**src/rtl/minirv_pkg.sv**
```systemverilog
// Shared types for the miniRV data-memory stage: memory op codes, LSU FSM
// states and small op-classification helpers.
package minirv_pkg;

    localparam int WORD_BYTES = 4;

    typedef enum logic [1:0] {
        LW  = 2'd0,
        LBU = 2'd1,
        SW  = 2'd2,
        SB  = 2'd3
    } mem_op_e;

    typedef enum logic [1:0] {
        IDLE   = 2'd0,
        ISSUE  = 2'd1,
        WAIT_R = 2'd2,
        DONE   = 2'd3
    } lsu_state_e;

    function automatic logic is_store(input mem_op_e op);
        return (op == SW) || (op == SB);
    endfunction

    // Only the full-word ops care about alignment; byte ops fit any offset.
    function automatic logic is_word_op(input mem_op_e op);
        return (op == LW) || (op == SW);
    endfunction

endpackage

```
**src/rtl/byte_lane_align.sv**
```systemverilog
// Combinational byte-lane steering: store strobes and data replication,
// plus byte selection and zero extension for LBU loads.
module byte_lane_align
    import minirv_pkg::*;
(
    input  mem_op_e     op_i,
    input  logic [1:0]  offset_i,
    input  logic [31:0] wdata_i,
    input  logic [31:0] rdata_i,
    output logic [3:0]  wstrb_o,
    output logic [31:0] wdata_rep_o,
    output logic [31:0] rdata_ext_o
);

    always_comb begin
        wstrb_o     = 4'b0000;
        wdata_rep_o = wdata_i;
        rdata_ext_o = rdata_i;
        case (op_i)
            SW: begin
                wstrb_o = 4'b1111;
            end
            // Replicating the byte lets memory pick it up on whichever lane is strobed.
            SB: begin
                wstrb_o     = 4'b0001 << offset_i;
                wdata_rep_o = {WORD_BYTES{wdata_i[7:0]}};
            end
            LBU: begin
                rdata_ext_o = {24'h000000, rdata_i[{offset_i, 3'b000} +: 8]};
            end
            default: begin
                rdata_ext_o = rdata_i;
            end
        endcase
    end

endmodule

```
**src/rtl/load_store_unit.sv**
```systemverilog
// miniRV load/store unit: one core request in, one word-addressed memory
// access with grant/rvalid timeouts, one response out. Optional MISALIGN_TRAP_EN.
module load_store_unit
    import minirv_pkg::*;
#(
    parameter int TIMEOUT_CYC = 255,
    parameter int ADDR_W      = 32,
    parameter int DATA_W      = 32
) (
    input  logic              clk,
    input  logic              reset,
    input  logic              req_valid,
    output logic              req_ready,
    input  logic [1:0]        req_op,
    input  logic [ADDR_W-1:0] req_addr,
    input  logic [DATA_W-1:0] req_wdata,
    output logic              resp_valid,
    output logic [DATA_W-1:0] resp_rdata,
    output logic              resp_err,
    output logic              busy,
    output logic              dmem_req,
    output logic              dmem_we,
    output logic [ADDR_W-1:0] dmem_addr,
    output logic [DATA_W-1:0] dmem_wdata,
    output logic [3:0]        dmem_wstrb,
    input  logic              dmem_gnt,
    input  logic              dmem_rvalid,
    input  logic [DATA_W-1:0] dmem_rdata
);

    localparam int CNT_W = (TIMEOUT_CYC < 2) ? 1 : $clog2(TIMEOUT_CYC);
    localparam logic [CNT_W-1:0] CNT_LAST = CNT_W'(TIMEOUT_CYC - 1);

    lsu_state_e        state_q, state_d;
    mem_op_e           op_q, op_d;
    logic [ADDR_W-1:0] addr_q, addr_d;
    logic [DATA_W-1:0] wdata_q, wdata_d;
    logic [DATA_W-1:0] rdata_q, rdata_d;
    logic [CNT_W-1:0]  cnt_q, cnt_d;
    logic              err_q, err_d;

    logic              misalign;
    logic              timeoutHit;
    logic [3:0]        laneStrb;
    logic [31:0]       laneWdata;
    logic [31:0]       laneRdata;

`ifdef MISALIGN_TRAP_EN
    assign misalign = is_word_op(mem_op_e'(req_op)) && (req_addr[1:0] != 2'b00);
`else
    assign misalign = 1'b0;
`endif

    assign timeoutHit = (cnt_q == CNT_LAST);

    byte_lane_align u_align (
        .op_i        (op_q),
        .offset_i    (addr_q[1:0]),
        .wdata_i     (wdata_q),
        .rdata_i     (dmem_rdata),
        .wstrb_o     (laneStrb),
        .wdata_rep_o (laneWdata),
        .rdata_ext_o (laneRdata)
    );

    always_ff @(posedge clk or negedge reset) begin
        if (!reset) begin
            state_q <= IDLE;
            op_q    <= LW;
            addr_q  <= '0;
            wdata_q <= '0;
            rdata_q <= '0;
            cnt_q   <= '0;
            err_q   <= 1'b0;
        end else begin
            state_q <= state_d;
            op_q    <= op_d;
            addr_q  <= addr_d;
            wdata_q <= wdata_d;
            rdata_q <= rdata_d;
            cnt_q   <= cnt_d;
            err_q   <= err_d;
        end
    end

    // Progress (gnt/rvalid) is tested before expiry so it wins on the last cycle.
    always_comb begin
        state_d = state_q;
        op_d    = op_q;
        addr_d  = addr_q;
        wdata_d = wdata_q;
        rdata_d = rdata_q;
        cnt_d   = cnt_q;
        err_d   = err_q;
        case (state_q)
            IDLE: begin
                if (req_valid) begin
                    op_d    = mem_op_e'(req_op);
                    addr_d  = req_addr;
                    wdata_d = req_wdata;
                    rdata_d = '0;
                    cnt_d   = '0;
                    err_d   = misalign;
                    state_d = misalign ? DONE : ISSUE;
                end
            end
            ISSUE: begin
                if (dmem_gnt) begin
                    cnt_d   = '0;
                    state_d = is_store(op_q) ? DONE : WAIT_R;
                end else if (timeoutHit) begin
                    err_d   = 1'b1;
                    state_d = DONE;
                end else begin
                    cnt_d = cnt_q + 1'b1;
                end
            end
            WAIT_R: begin
                if (dmem_rvalid) begin
                    rdata_d = laneRdata;
                    state_d = DONE;
                end else if (timeoutHit) begin
                    err_d   = 1'b1;
                    state_d = DONE;
                end else begin
                    cnt_d = cnt_q + 1'b1;
                end
            end
            DONE: begin
                state_d = IDLE;
            end
            default: begin
                state_d = IDLE;
            end
        endcase
    end

    // Memory-side outputs are only non-zero while a request is being offered.
    always_comb begin
        req_ready  = (state_q == IDLE);
        busy       = (state_q != IDLE);
        resp_valid = (state_q == DONE);
        resp_err   = (state_q == DONE) && err_q;
        resp_rdata = (state_q == DONE) ? rdata_q : '0;
        dmem_req   = (state_q == ISSUE);
        dmem_we    = 1'b0;
        dmem_addr  = '0;
        dmem_wdata = '0;
        dmem_wstrb = 4'b0000;
        if (state_q == ISSUE) begin
            dmem_we    = is_store(op_q);
            dmem_addr  = {addr_q[ADDR_W-1:2], 2'b00};
            dmem_wdata = laneWdata;
            dmem_wstrb = laneStrb;
        end
    end

endmodule

```
**config.mk**
```make
export PLATFORM = sky130hd
export DESIGN_NAME = load_store_unit
export DESIGN_NICKNAME = d
export VERILOG_FILES = /design/src/rtl/minirv_pkg.sv /design/src/rtl/byte_lane_align.sv /design/src/rtl/load_store_unit.sv
export SDC_FILE = /design/constraint.sdc
export NUM_CORES = 1
export LEC_CHECK = 0
export CAP_MARGIN = 5
export CORE_AREA = 5 5 129 107
export DETAILED_ROUTE_END_ITERATION = 16
export DIE_AREA = 0 0 134 112
export PLACE_DENSITY = 0.94
export SLEW_MARGIN = 0
export SYNTH_ARGS = -nofsm -noshare
export SYNTH_HDL_FRONTEND = slang
export SYNTH_HIERARCHICAL = 1
export SYNTH_SLANG_ARGS = --single-unit
```
**constraint.sdc**
```tcl
create_clock -name clk -period 4.9 [get_ports clk]
set_input_delay 0.98 -clock clk [delete_from_list [all_inputs] [get_ports clk]]
set_output_delay 0.98 -clock clk [all_outputs]
set_load 0.02 [all_outputs]
```
==> results of run 1 <==
## flip-flops by register name, indices dropped and copies added (netlist names)
| register | count |
|---|---|
| addr_q | 32 |
| cnt_q | 8 |
| err_q | 1 |
| op_q | 2 |
| rdata_q | 32 |
| state_q | 2 |
| wdata_q | 32 |
## synth_stat cells, drive strengths merged (9+ instances only)
cell and count:
o22ai 17, and2 128, a21o 24, and3 9, nand2 72, nand3 37
dfrtp 109, buf 37, clkbuf 15, a21oi 15, nand2b 9, mux2 74
## stage by stage
stage	hold slack, ns	total power [W]	setup slack (ns)	area, um2
6_report	0.460	0.00508	1.11	8380
5_1_grt	0.480	0.00542	0.947	8380
4_1_cts	0.465	0.00512	1.09	8380
3_5_place_dp	0.448	0.00425	1.48	8030
3_3_place_gp	0.441	0.00417	1.50	8030
2_1_floorplan	0.431	0.00328	2.35	6010
## cells by family (layout without fill, tap and decap cells)
logic type | after synthesis | count (layout) | synth area share (%)
AO/OA/AOI/OAI | 84 | 84 | 9.53
adder cells (fa/ha/maj) | 7 | 7 | 1.46
buffers and inverters | 59 | 235 | 5.31
flip-flops | 109 | 109 | 45.4
multiplexers | 74 | 74 | 13.9
other | 1 | 2 | 0.0624
AND/OR/NAND/NOR | 269 | 269 | 24.4
## worst max-delay path by stage
| stage | depth (start not counted) | from | end |
|---|---|---|---|
| after global placement | 4 | op_q[1] | dmem_wdata[13] |
| final | 4 | op_q[1] | dmem_wdata[13] |
| after CTS | 4 | op_q[1] | dmem_wdata[13] |
| after global routing | 4 | op_q[1] | dmem_wdata[11] |
| after detailed placement | 4 | op_q[1] | dmem_wdata[13] |
| after floorplan | 5 | state_q[1] | dmem_addr[24] |
## power by group through the flow
stage	combinational (W)	sequential (W)	clock [W]
final	0.00264	0.00159	0.000845
after floorplan	0.00184	0.00145	0
after CTS	0.00267	0.00159	0.000863
after global routing	0.00287	0.00165	0.000897
after detailed placement	0.00265	0.00161	0
after global placement	0.00258	0.00158	0
## final cells by class
cell class	instances	area share, %
clock buffer	9	2.69
clock inverter	7	1.43
inverter	7	0.314
multi-input combinational	436	35.6
sequential	109	32.6
tap	156	2.33
timing repair buffer	212	25.1
## critical path: stages (launching register included)
cell and delay (ns):
dfrtp_1 0.72, nand2_1 0.66, a21o_1 0.39, and2_1 0.16
clkdlybuf4s50_1 0.54
## layer usage
metal / vias to the layer above / track usage, % / share of wire, %
met4: 0 / 3.98 / 1.1
met3: 15 / 9.53 / 9.2
met2: 201 / 38.1 / 47
li1: 2372 / - / -
met1: 2474 / 30.0 / 42
met5: - / 0 / 0
## layout by cell type (no fill, tap or decap), types with 3 or more instances in the layout
cell type,count
and2_1,127
clkbuf_16,9
o22ai_1,16
clkdlybuf4s50_1,205
nand2_1,71
dfrtp_1,109
nor2b_1,4
mux2_2,74
bufinv_16,3
a21oi_1,14
a31oi_1,4
ha_1,6
and3_1,8
a21o_1,24
nor2_1,3
buf_4,7
nand3_1,37
inv_1,6
o21ai_0,5
nand2b_1,9
==> flow_metrics.tcl, run 1 <==
set metrics [dict create \
    combPwrFrac_pct 52.0 \
    p_int_w 0.00309 \
    worst-endpoint-required_ns 3.92 \
    max_freq_mhz 264 \
    dieArea_um2 15000 \
    layout-drive-gt1-share_pct 13.8 \
    r2r_slack_ns 2.26 \
    worstSkewPairLatency_ns 0.34 \
    leakage_nw 3.74 \
    fin_setup_tns_ns 0 \
    p_sw_w 0.00199 \
    io-pin-count 209 \
    num-fill-cells 957 \
    slew_headroom_pct 23.5 \
    place_congestion 0.861 \
    setup_violations 0 \
    post-route-util_pct 67.3 \
    start_util_pct 48.3 \
    synth.avg_cell_area_um2 9.97 \
    cts.sinks 109 \
    diodes 0 \
    grt_usage_pct 23.4 \
    synth-warning-count 6 \
    cts_buffers 9 \
    die_y_um 112 \
    drt_wl_total_mm 17.2 \
    clkPwrFrac_pct 16.6 \
    postCtsSetupBuffers 0 \
    whs_path_depth 2 \
    core.rowCount 37 \
    slew_violations 0 \
    startpoint_type "flop" \
    clock-root-buffer "clkbuf_16" \
    p_sw_share_pct 39.2 \
    powerDensity_nw_per_um2 606 \
    netlist_top_cells_area "dfrtp_1 45%, mux2_2 14%, and2_1 13%" \
    peakVddDrop_v 0.000371 \
    dp_hpwl_mm 12.3 \
    synth_edf_count 0 \
    hp-class "reg -> reg" \
    min_from "rdata_q[19]" \
    firstDrtPassIters 4 \
    synth_area_um2 6010 \
    grt_max_degree 76 \
    seqPwrFrac_pct 31.3 \
    status "completed" \
    io_buffers 206 \
    r2r_end "cnt_q[0]" \
    tritoncts "done" \
    synth_area_leader_cell "dfrtp_1" \
    drc 0 \
    ant_nets 0 \
    r2r-start "state_q[0]" \
    clkTransAtPathRegs_ns 0.07 \
    critPathKind "reg -> out" \
    skew_ns 0.00675 \
    antenna_found_initial 0 \
    crit_fanout 24 \
    grt_pass1_wl_mm 28.4 \
    ctsResizeCount 0 \
    final-seq-area_um2 2730 \
    grt_overflow 0 \
    synth-async-reset-ratio_pct 100 \
    fp.dieW_um 134 \
    min_period_ns 3.79 \
    endpoint_kind "output pin" \
    core_region_area_um2 12500 \
    multiInputGateArea_um2 2980 \
    finalHoldViolCount 0 \
    worst-endpoint-arrival_ns 2.81 \
    synth_cells 603 \
    ff2ff_path_depth 4 \
    htree_levels 3 \
    wl_per_cell_um 18.3 \
    tightest_slew_ns 1.15 \
    layoutNonFillerInstCount 936 \
    post-route-period-util_pct 77.4 \
    synth-seq-cells 109 \
    vias 5062 \
    clock_path_buffers 2 \
    cap_violations 0 \
    ctsHoldBuffers 0 \
    placed_cells 920 \
    synth_cell_types 47 \
    dr.first_iter.drc_count 300 \
    rsz0062_at_grt "false" \
    ys_seq_area_share_pct 45.4 \
    yosys_most_used_dff "dfrtp_1" \
    viasPerCell 5.41 \
    grt_pass1_vias 5502 \
    synth_top_area_share_pct 45.4 \
    area_delta_synth_final_pct 39.4 \
    hold_path_end "rdata_q[19]" \
    num-nets-final 885 \
]
Note: power is estimated with default switching activity, not from simulation.
==> run 2, diff against run 1 <==
- CORE_AREA: 5 5 129 107 -> 5 5 140 116
- DIE_AREA: 0 0 134 112 -> 0 0 145 121
- PLACE_DENSITY: 0.94 -> 0.85
- clock period: 4.9 -> 3.3 ns (I/O delays scaled with it)
==> flow_metrics.tcl, run 2 (synthesis results as in run 1) <==
set metrics [dict create \
    clock_path_buffers 2 \
    layout-drive-gt1-share_pct 14.8 \
    fin_setup_tns_ns 0 \
    post-route-period-util_pct 93.4 \
    firstDrtPassIters 4 \
    grt_overflow 0 \
    endpoint_kind "output pin" \
    diodes 0 \
    clock-root-buffer "clkbuf_16" \
    max_stage_delay_ns 0.79 \
    core.rowCount 40 \
    drc 0 \
    critPathKind "reg -> out" \
    crit_slowest_cell "ha_1" \
    dr.first_iter.drc_count 286 \
    worst-endpoint-required_ns 2.64 \
    startpoint "state_q[1]" \
    min_period_ns 3.08 \
    rsz0062_at_grt "false" \
    ant_nets 0 \
    vias 5007 \
    max_freq_mhz 325 \
    grt_usage_pct 19.4 \
    slew_violations 0 \
    crit_family "adder cells" \
    hp-class "in -> async" \
    cts_buffers 9 \
    layout.cells.most_common_list "205 x clkdlybuf4s50_1, 127 x and2_1, 109 x dfrtp_1" \
    area_delta_synth_final_pct 41.5 \
    final_common_cell "clkdlybuf4s50_1" \
    fp.dieW_um 145 \
    io-pin-count 209 \
    drt_wl_total_mm 17.0 \
    ff2ff_path_depth 8 \
    grt_pass1_wl_mm 27.6 \
    crit_fanout 36 \
    r2r_slack_ns 1.23 \
    r2r_end "rdata_q[1]" \
    fin_ws_ns 0.219 \
    powerDensity_nw_per_um2 891 \
    finalHoldViolCount 0 \
    postCtsSetupBuffers 0 \
    htree_levels 3 \
    startpoint_type "flop" \
    core_region_area_um2 14700 \
    num-nets-final 894 \
    antenna_found_initial 0 \
    tritoncts "done" \
    skew_ns 0.00754 \
    die_y_um 121 \
    peakVddDrop_v 0.000564 \
    path_cells "ha_1 > and2_1 > clkdlybuf4s50_1" \
    top_regs "addr_q: 32 flops, rdata_q: 32 flops, wdata_q: 32 flops" \
    grt_pass1_vias 5145 \
    viasPerCell 5.12 \
    io_buffers 206 \
    dieArea_um2 17500 \
    slew_headroom_pct 38.4 \
    post-route-util_pct 58.0 \
    grt_max_degree 67 \
    setup_violations 0 \
    cap_violations 0 \
    dp_hpwl_mm 12.4 \
    place_congestion 0.811 \
    worstSkewPairLatency_ns 0.35 \
    cp.buffers_inverters 1 \
    start_util_pct 41.0 \
    wl_per_cell_um 17.4 \
    tightest_slew_ns 0.924 \
    clkTransAtPathRegs_ns 0.08 \
    pre_cts_ws_ns 0.547 \
    ctsHoldBuffers 0 \
    status "completed" \
    worst-endpoint-arrival_ns 2.42 \
    ctsResizeCount 0 \
    num-fill-cells 1253 \
    cts.sinks 109 \
    r2r-start "state_q[0]" \
    leakage_nw 3.79 \
]
## run 2: cell count changes in the layout (fill, tap and decap cells not counted)
cell / change
buf_4: +7
buf_12: +2
inv_8: +2
bufinv_16: -1
clkinv_2: -1
clkinv_4: +1
clkinv_8: +1
clkinvlp_4: -1
inv_6: -1
## run 2: stage by stage
step	instances	cell area [um2]	hold WS [ns]	power, W
2_1_floorplan	604	6010	0.364	0.00487
3_3_place_gp	962	8170	0.445	0.00632
3_5_place_dp	962	8170	0.449	0.00640
4_1_cts	978	8510	0.304	0.00767
5_1_grt	978	8510	0.326	0.00810
6_report	978	8510	0.286	0.00758
## run 2: worst register-to-register path, delay by kind of cell, from the launching register on
family	cells	cell delay (ns)
simple gates	3	0.51
fa+ha+maj	1	0.17
compound gates	1	0.13
buf+inv	3	0.78
flops	1	0.42
## run 2: where the power goes
| part | leakage, nW | internal, W | switching (W) | total (W) |
|---|---|---|---|---|
| clock | 0.167 | 0.000688 | 0.000551 | 0.00124 |
| combinational | 2.26 | 0.00200 | 0.00211 | 0.00411 |
| sequential | 1.36 | 0.00191 | 0.000325 | 0.00224 |
## run 2: metal layers
metal  global-route usage [%]  vias up  wire (um)
met5                        0        -          0
met4                     5.41        0        268
met3                     7.92       18       1650
met2                     30.7      188       7820
met1                     24.5     2408       7280
li1                         -     2393          -
## run 2: layout make-up
cell class | count | area (um2) | share of cell area, %
clock buffers | 9 | 225 | 2.65
flip-flops and latches | 109 | 2730 | 32.1
inverters | 7 | 26.3 | 0.309
clock inverters | 7 | 116 | 1.37
well taps | 189 | 236 | 2.78
multi-input cells | 436 | 2980 | 35.0
repair buffers | 221 | 2200 | 25.8
## run 2: worst max-delay path by stage
stage                               end  cells after the start  slack, ns
after global routing      resp_rdata[3]                      3      0.005
after CTS                      resp_err                      3       0.16
after floorplan           dmem_addr[24]                      5       1.07
after detailed placement       resp_err                      3       0.55
final                          resp_err                      3       0.22
after global placement    resp_rdata[2]                      3       0.68
